File: src/rtl/pipe_ctrl_pkg.sv
// Shared types and constants for the pipeline stall/flush controller.
package pipe_ctrl_pkg;

    typedef enum logic {
        RUN      = 1'b0,
        MEM_WAIT = 1'b1
    } state_t;

    localparam logic [4:0] REG_ZERO  = 5'd0;
    localparam int         SAT_MAX_W = 32;

    // All-ones value of a w-bit counter, used as the saturation ceiling.
    function automatic logic [SAT_MAX_W-1:0] sat_ones(input int w);
        if (w >= SAT_MAX_W)
            sat_ones = '1;
        else
            sat_ones = (SAT_MAX_W'(1) << w) - SAT_MAX_W'(1);
    endfunction

endpackage

File: src/rtl/hazard_detect.sv
// Combinational load-use comparator between the load in EX and the sources of the ID instruction.
module hazard_detect
    import pipe_ctrl_pkg::*;
(
    input  logic       ex_memread,
    input  logic [4:0] ex_rt,
    input  logic [4:0] id_rs,
    input  logic [4:0] id_rt,
    input  logic       id_uses_rt,
    output logic       lu_hazard
);

    logic rs_match;
    logic rt_match;

    always_comb begin
        rs_match  = (ex_rt == id_rs);
        rt_match  = id_uses_rt && (ex_rt == id_rt);
        lu_hazard = ex_memread && (ex_rt != REG_ZERO) && (rs_match || rt_match);
    end

endmodule

File: src/rtl/pipeline_hazard_ctrl.sv
// Central stall/flush controller: prioritised Mealy control outputs, dmem wait FSM,
// wait watchdog and saturating stall/flush performance counters.
module pipeline_hazard_ctrl
    import pipe_ctrl_pkg::*;
#(
    parameter int CNT_W   = 16,
    parameter int TIMEOUT = 255
) (
    input  logic             clk,
    input  logic             rst_n,
    input  logic [4:0]       id_rs,
    input  logic [4:0]       id_rt,
    input  logic             id_uses_rt,
    input  logic             ex_memread,
    input  logic [4:0]       ex_rt,
    input  logic             id_jump,
    input  logic             mem_branch_taken,
    input  logic             dmem_req,
    input  logic             dmem_ready,
    output logic             pc_write,
    output logic             ifid_write,
    output logic             ifid_flush,
    output logic             idex_flush,
    output logic             exmem_flush,
    output logic             pipe_hold,
    output logic             wait_timeout,
    output logic [CNT_W-1:0] stall_cnt,
    output logic [CNT_W-1:0] flush_cnt
);

    localparam int               WC_W    = $clog2(TIMEOUT + 1);
    localparam logic [WC_W-1:0]  WC_MAX  = WC_W'(TIMEOUT);
    localparam logic [WC_W-1:0]  WC_LAST = WC_W'(TIMEOUT - 1);
    localparam logic [CNT_W-1:0] CNT_MAX = CNT_W'(sat_ones(CNT_W));

    state_t           state_q, state_d;
    logic [WC_W-1:0]  wait_cnt_q, wait_cnt_d;
    logic             timeout_q, timeout_d;
    logic             active_q, active_d;
    logic [CNT_W-1:0] stall_cnt_q, stall_cnt_d;
    logic [CNT_W-1:0] flush_cnt_q, flush_cnt_d;
    logic             lu_hazard;
    logic             wait_cond;

    hazard_detect u_hazard_detect (
        .ex_memread (ex_memread),
        .ex_rt      (ex_rt),
        .id_rs      (id_rs),
        .id_rt      (id_rt),
        .id_uses_rt (id_uses_rt),
        .lu_hazard  (lu_hazard)
    );

    assign wait_cond = dmem_req && !dmem_ready;

    // active_q holds the reset-style outputs until the first edge after rst_n rises.
    always_comb begin
        pc_write    = 1'b1;
        ifid_write  = 1'b1;
        ifid_flush  = 1'b0;
        idex_flush  = 1'b0;
        exmem_flush = 1'b0;
        pipe_hold   = 1'b0;
        if (!rst_n || !active_q) begin
            pc_write    = 1'b0;
            ifid_write  = 1'b0;
            ifid_flush  = 1'b1;
            idex_flush  = 1'b1;
            exmem_flush = 1'b1;
        end else if (wait_cond) begin
            pipe_hold  = 1'b1;
            pc_write   = 1'b0;
            ifid_write = 1'b0;
        end else if (mem_branch_taken) begin
            ifid_flush  = 1'b1;
            idex_flush  = 1'b1;
            exmem_flush = 1'b1;
        end else if (id_jump) begin
            ifid_flush = 1'b1;
        end else if (lu_hazard) begin
            pc_write   = 1'b0;
            ifid_write = 1'b0;
            idex_flush = 1'b1;
        end
    end

    always_comb begin
        active_d    = 1'b1;
        state_d     = state_q;
        wait_cnt_d  = wait_cnt_q;
        timeout_d   = timeout_q;
        stall_cnt_d = stall_cnt_q;
        flush_cnt_d = flush_cnt_q;

        case (state_q)
            RUN: begin
                wait_cnt_d = '0;
                if (wait_cond)
                    state_d = MEM_WAIT;
            end
            MEM_WAIT: begin
                if (wait_cnt_q != WC_MAX)
                    wait_cnt_d = wait_cnt_q + WC_W'(1);
                if (wait_cnt_q >= WC_LAST)
                    timeout_d = 1'b1;
                if (!wait_cond)
                    state_d = RUN;
            end
            default: state_d = RUN;
        endcase

        if (active_q && !pc_write && (stall_cnt_q != CNT_MAX))
            stall_cnt_d = stall_cnt_q + CNT_W'(1);
        if (active_q && (ifid_flush || idex_flush || exmem_flush) && (flush_cnt_q != CNT_MAX))
            flush_cnt_d = flush_cnt_q + CNT_W'(1);
    end

    always_ff @(posedge clk or negedge rst_n) begin
        if (!rst_n) begin
            state_q     <= RUN;
            wait_cnt_q  <= '0;
            timeout_q   <= 1'b0;
            active_q    <= 1'b0;
            stall_cnt_q <= '0;
            flush_cnt_q <= '0;
        end else begin
            state_q     <= state_d;
            wait_cnt_q  <= wait_cnt_d;
            timeout_q   <= timeout_d;
            active_q    <= active_d;
            stall_cnt_q <= stall_cnt_d;
            flush_cnt_q <= flush_cnt_d;
        end
    end

    assign wait_timeout = timeout_q;
    assign stall_cnt    = stall_cnt_q;
    assign flush_cnt    = flush_cnt_q;

endmodule

File: config.mk
export PLATFORM = sky130hd
export DESIGN_NAME = pipeline_hazard_ctrl
export DESIGN_NICKNAME = d
export VERILOG_FILES = /design/src/rtl/pipe_ctrl_pkg.sv /design/src/rtl/hazard_detect.sv /design/src/rtl/pipeline_hazard_ctrl.sv
export SDC_FILE = /design/constraint.sdc
export NUM_CORES = 1
export LEC_CHECK = 0
export BUFFER_PORTS_ARGS = -buffer_cell sky130_fd_sc_hd__buf_4
export CAP_MARGIN = 20
export CORE_MARGIN = 2
export CORE_UTILIZATION = 56
export DETAILED_ROUTE_END_ITERATION = 7
export HOLD_SLACK_MARGIN = 0.06
export PLACE_DENSITY = 0.85
export SLEW_MARGIN = 20
export SYNTH_ARGS = -nofsm -noshare
export SYNTH_HDL_FRONTEND = slang
export SYNTH_SLANG_ARGS = --single-unit
export TNS_END_PERCENT = 1
File: constraint.sdc
create_clock -name clk -period 2.8 [get_ports clk]
set_input_delay 0.56 -clock clk [delete_from_list [all_inputs] [get_ports clk]]
set_output_delay 0.56 -clock clk [all_outputs]
set_load 0.05 [all_outputs]
# Word-level counts from Yosys, hierarchy flattened
# Index checks and enable logic that the tools add are counted.
[classes] bitwise=1 add_sub_neg=3 shifts=0 reduce_logical=18 eq_ne=6 order_cmp=1 div_mod_pow=0 muxes=21 mul=0
[ops] operator="adder 16 x 1 -> 16 bit (second input constant)" count=2
[ops] operator="!= test 16 bit (second input constant)" count=2
[ops] operator="2-to-1 mux 1 bit" count=19
[ops] operator="one-hot mux 8 bit (2 select lines)" count=1
[ops] operator="== test 5 bit" count=2
[ops] operator="adder 8 x 1 -> 8 bit (second input constant)" count=1
[ops] operator="greater-or-equal comparator 8 bit (second input constant)" count=1
[ops] operator="logical AND 1 bit" count=8
[ops] operator="2-to-1 mux 8 bit" count=1
[ops] operator="!= test 8 bit (second input constant)" count=1
[ops] operator="nonzero test 5 bit" count=1
[ops] operator="zero test 1 bit" count=4
[ops] operator="logical OR 1 bit" count=4
[ops] operator="!= test 2 x 1 -> 1 bit (second input constant)" count=1
[ops] operator="AND reduction 2 bit" count=1
[ops] operator="inverter 1 bit" count=1
[totals] mem_count=0 input_bits=23 word_cells=56 latchBits=0 rom_bits=0 output_inout_bits=39 ramBits=0 reg_bits=43

# Logic depth before layout (Yosys ltp)
[logic_depth] depth_word=13 ltp_mapped=8 depth_no_buf=7

# By module
# A second synthesis with hierarchy kept.
[hier_totals] cells_unflattened=233 hier_area_um2=2436.1
[modules_own_cells] module="pipeline_hazard_ctrl" instances=1 cells_per_inst=216 area_each_um2=2303.5 seq_area_each_um2=1076.0
[modules_own_cells] module="hazard_detect" instances=1 cells_per_inst=17 area_each_um2=132.6 seq_area_each_um2=0.0

# Worst setup path after synthesis
# Ideal clock, no wire load.
[synth_path] path_kind="input port to output port" startpoint="input ex_rt[1]" endpoint="output pc_write" arrival_ps=2622 required_time_ps=2240 cell_stages=6 slack_ps=-382 cell_sequence="nor4_1 -> a21oi_1 -> nand2_1 -> nor2_1 -> nor3_1 -> buf_4"
[synth_via] elab_chain_cells=9 elab_cells_between_ends=12 cone_classes="eq/ne (2); mux (5); reduce/logical (5)"
[synth_lines] item="from (decl)" line_no="pipeline_hazard_ctrl.sv:15" text="input logic [4:0] ex_rt,"
[synth_lines] item="== test 5 bit" line_no="hazard_detect.sv:18" text="rt_match = id_uses_rt && (ex_rt == id_rt);"
[synth_lines] item="logical AND 1 bit" line_no="hazard_detect.sv:18"
[synth_lines] item="logical OR 1 bit" line_no="hazard_detect.sv:19" text="lu_hazard = ex_memread && (ex_rt != REG_ZERO) && (rs_match || rt_match);"
[synth_lines] item="logical AND 1 bit (*)" line_no="hazard_detect.sv:19"
[synth_lines] item="2-to-1 mux 1 bit (*) (5 in series)"
[synth_lines] item="to (decl)" line_no="pipeline_hazard_ctrl.sv:20" text="output logic pc_write,"
# Mark *: on every way between the ends. The rest lies on a longest branch, timed or not.

# Worst setup path in the final report
[layout_path] startpoint="input ex_rt[0]" endpoint="output ifid_write"
[layout_via] elab_chain_cells=9 elab_cells_between_ends=12 cone_classes="eq/ne (2); mux (5); reduce/logical (5)"
[layout_lines] item="== test 5 bit" line_no="hazard_detect.sv:18"
[layout_lines] item="logical AND 1 bit" line_no="hazard_detect.sv:18"
[layout_lines] item="logical OR 1 bit" line_no="hazard_detect.sv:19"
[layout_lines] item="logical AND 1 bit (*)" line_no="hazard_detect.sv:19"
[layout_lines] item="2-to-1 mux 1 bit (*)" line_no="pipeline_hazard_ctrl.sv:80" text="end else if (lu_hazard) begin"
[layout_lines] item="2-to-1 mux 1 bit (*)" line_no="pipeline_hazard_ctrl.sv:78" text="end else if (id_jump) begin"
[layout_lines] item="2-to-1 mux 1 bit (*)" line_no="pipeline_hazard_ctrl.sv:74" text="end else if (mem_branch_taken) begin"
[layout_lines] item="2-to-1 mux 1 bit (*)" line_no="pipeline_hazard_ctrl.sv:70" text="end else if (wait_cond) begin"
[layout_lines] item="2-to-1 mux 1 bit (*)" line_no="pipeline_hazard_ctrl.sv:64" text="if (!rst_n || !active_q) begin"
[layout_lines] item="to (decl)" line_no="pipeline_hazard_ctrl.sv:21" text="output logic ifid_write,"
# Marked as above.

==> out/qor.json <==
{
  "synth": {
    "synth_top_cell_area_share_pct": 47.4,
    "synth_warnings": 0,
    "synth_most_common_cell": "sky130_fd_sc_hd__dfrtp_1",
    "syn_nets": 245,
    "synth_top_cells_by_count": "sky130_fd_sc_hd__dfrtp_1, sky130_fd_sc_hd__xnor2_1, sky130_fd_sc_hd__nand2_1",
    "proportion_of_register_bits_with_asynchronous_set_or_reset_after_synthesis_pct": 100,
    "post_synth_edffs": 0,
    "postSynthCellCount": 218,
    "synth.ff_latch_count": 43,
    "synth_area_um2": 2270,
    "synth_top_flop_cell": "sky130_fd_sc_hd__dfrtp_1",
    "portion_of_the_post_synthesis_area_used_by_sequential_elements_pct": 47.4,
    "netlist.top_cell.by_area": "sky130_fd_sc_hd__dfrtp_1",
    "synth_area_leaders": "sky130_fd_sc_hd__dfrtp_1, sky130_fd_sc_hd__xnor2_1, sky130_fd_sc_hd__xor2_1",
    "synth_area_per_cell_um2": 10.4,
    "synth_cell_types": 40
  },
  "layout": {
    "area_growth_syn_to_layout_pct": 26.3,
    "finalCoreUtilization_pct": 72.8,
    "numnets_final": 312,
    "drive_gt1_share_pct": 28.0,
    "finish.cell_count_without_fillers": 336,
    "antenna_cells": 0
  },
  "floorplanning": {
    "starting_density_of_the_core_pct": 57.6,
    "fp.dieArea_um2": 4580,
    "die_extent_in_x_um": 67.7,
    "fp.coreArea_um2": 3940,
    "die_h_um": 67.7,
    "ios": 62,
    "core.rowCount": 23
  },
  "critical_path": {
    "critPathLaunch": "ex_rt[0]",
    "critical_path_cell_by_cell": "buf_4, xnor2_1, nand3_1, o22ai_1, nand2_1, nor2_1, nor3_2, buf_4",
    "cpMaxStageDelayCell": "sky130_fd_sc_hd__o22ai_1",
    "max_stage_delay_ps": 420,
    "arrival_time_at_the_worst_endpoint_ps": 1900,
    "timing.critical_path.fanout_max": 5,
    "cp.required_ps": 2240,
    "critPathKind": "in2out",
    "r2r-start": "stall_cnt[0]",
    "worstSetupEndpointType": "output port",
    "timing.critical_path.from_type": "input port",
    "path_common_cell": "sky130_fd_sc_hd__buf_4"
  },
  "clock_network": {
    "h-tree-depth": 2,
    "tritoncts_clock_tree": "done",
    "cts_hold_buffers": 0,
    "cts_max_path_buffers": 2,
    "cts-buffers-inserted": 5,
    "clockRootBuffer": "sky130_fd_sc_hd__clkbuf_8",
    "cts_resized": 0,
    "post-cts-setup-buffers": 0,
    "clock_sink_count": 43,
    "clk_pin_slew_ps": 80,
    "worst_skew_pair.late_latency_ps": 290
  },
  "detailed_routing": {
    "drtAntennaViolNets": 0,
    "routed_wire_length_per_instance_um": 13.8,
    "drt_iter0_markers": 152,
    "drt_pass1_iterations": 4,
    "overall_via_count_from_detail_route": 1851,
    "routed_wl_mm": 4.63,
    "vias_per_cell": 5.51,
    "drcViolationCount": 0
  },
  "timing": {
    "hold_viol": 0,
    "setup_clock_skew_after_layout_ps": 4.92,
    "timing.final.crit_period_ps": 2460,
    "hold_slack_ps": 350,
    "rsz0062_at_grt": "no",
    "worst_slew_margin_rel_pct": 64.3,
    "worst_slew_pin_slew_ps": 535,
    "slew_violations": 0,
    "final.setup.tns_ps": 0,
    "clock.fmax_mhz": 406,
    "finalSetupViolations": 0,
    "layout_worst_path_cycle_share_pct": 87.9
  },
  "grt": {
    "grt_start_max_net_pins": 44,
    "grt_pass1_vias": 1795,
    "grt_antenna_before_repair": 0,
    "global_route.usage.total_pct": 22.3,
    "grt_first_pass_wirelength_mm": 7.82,
    "global_route.overflow_total": 0
  },
  "power": {
    "leakage_nw": 1.38,
    "worst_ir_drop_vdd_v": 0.000577,
    "power_per_unit_of_standard_cell_area_nw_per_um2": 690
  },
  "hold_path": {
    "hold_path_class": "in2async"
  },
  "placed_design": {
    "place_inst": 328,
    "finalWeightedCongestion": 0.783,
    "place.detailed.hpwl_mm": 3.44,
    "port_buffers": 61
  },
  "run_status": {
    "run_status": "finished, final reports clean"
  },
  "run": {
    "timing.max_cap.violations": 0
  }
}
## flip-flops by register name, indices dropped and copies added (netlist names)
register,cells
flush_cnt,16
stall_cnt,16
wait_cnt_q,8
active_q,1
state_q,1
wait_timeout,1
## final timing paths
kind	cells after the start	endpoint	slack [ps]
setup reg to reg	8	stall_cnt[11]	590
setup / recovery	8	ifid_write	340
hold / removal	2	stall_cnt[15]	350
min in group clk	1	stall_cnt[5]	490
max in group asynchronous	2	flush_cnt[11]	2080
hold reg to reg	1	stall_cnt[5]	490
## cell type report
cell class,instances,area [um2]
Multi-Input combinational cell,165,1150
Sequential cell,43,1080
Fill cell,311,1070
Timing Repair Buffer,63,473
Clock buffer,5,68.8
Tap cell,50,62.6
Inverter,7,26.3
Clock inverter,3,15.0
## cell usage in the layout, fill, tap and decap left out, types with 2 or more instances in the layout
master,instances
sky130_fd_sc_hd__buf_4,63
sky130_fd_sc_hd__dfrtp_1,43
sky130_fd_sc_hd__xnor2_1,30
sky130_fd_sc_hd__nand2_1,17
sky130_fd_sc_hd__nand3_1,16
sky130_fd_sc_hd__xor2_1,14
sky130_fd_sc_hd__nor2_1,12
sky130_fd_sc_hd__nand4_1,9
sky130_fd_sc_hd__inv_1,7
sky130_fd_sc_hd__and3_1,7
sky130_fd_sc_hd__and2_1,6
sky130_fd_sc_hd__clkbuf_8,5
sky130_fd_sc_hd__nor4_1,4
sky130_fd_sc_hd__and4_1,4
sky130_fd_sc_hd__a31oi_1,4
sky130_fd_sc_hd__ha_1,4
sky130_fd_sc_hd__nand2b_1,3
sky130_fd_sc_hd__o21bai_1,3
sky130_fd_sc_hd__nor3b_1,3
sky130_fd_sc_hd__nor3_1,3
sky130_fd_sc_hd__clkinv_2,3
sky130_fd_sc_hd__a21oi_1,2
sky130_fd_sc_hd__nor3_2,2
sky130_fd_sc_hd__a21o_1,2
sky130_fd_sc_hd__nor4_2,2
sky130_fd_sc_hd__o311a_1,2
sky130_fd_sc_hd__o21ai_0,2
## critical path, delay by kind of cell
family | cells | cell delay [ps]
AO/OA/AOI/OAI | 1 | 420
AND/OR/NAND/NOR | 4 | 460
XOR/XNOR | 1 | 150
buffers and inverters | 2 | 310
## cell families (layout without fill, tap and decap cells)
group	after synthesis	count (layout)	synth area share, %
compound gates	22	22	7.16
xor+xnor	44	44	17.0
fa+ha+maj	4	4	2.20
buf+inv	10	78	2.31
flops	43	43	47.4
mux	2	2	0.992
other cells	1	1	0.165
simple gates	92	92	22.8
## where the power goes
part           switching (mW)  internal, mW  total (mW)
logic                   0.496         0.251       0.747
registers               0.134         0.716       0.850
clock network           0.211         0.171       0.382
total                   0.841          1.14        1.98
## per-stage QoR
stage	area, um2	worst slack, ps	power (mW)
2_1_floorplan	2280	114	1.35
3_3_place_gp	2790	436	1.59
3_5_place_dp	2790	354	1.61
4_1_cts	2870	370	1.99
5_1_grt	2870	243	2.07
6_report	2870	338	1.98
## layer usage
layer | wire length (um) | track usage (%) | part of all wire (%)
met3 | 233 | 5.50 | 5.0
met1 | 2000 | 27.8 | 43
met5 | 0 | 0 | 0
met2 | 2350 | 37.6 | 51
met4 | 48 | 7.65 | 1.0
Power figures use the tool's default switching activity.
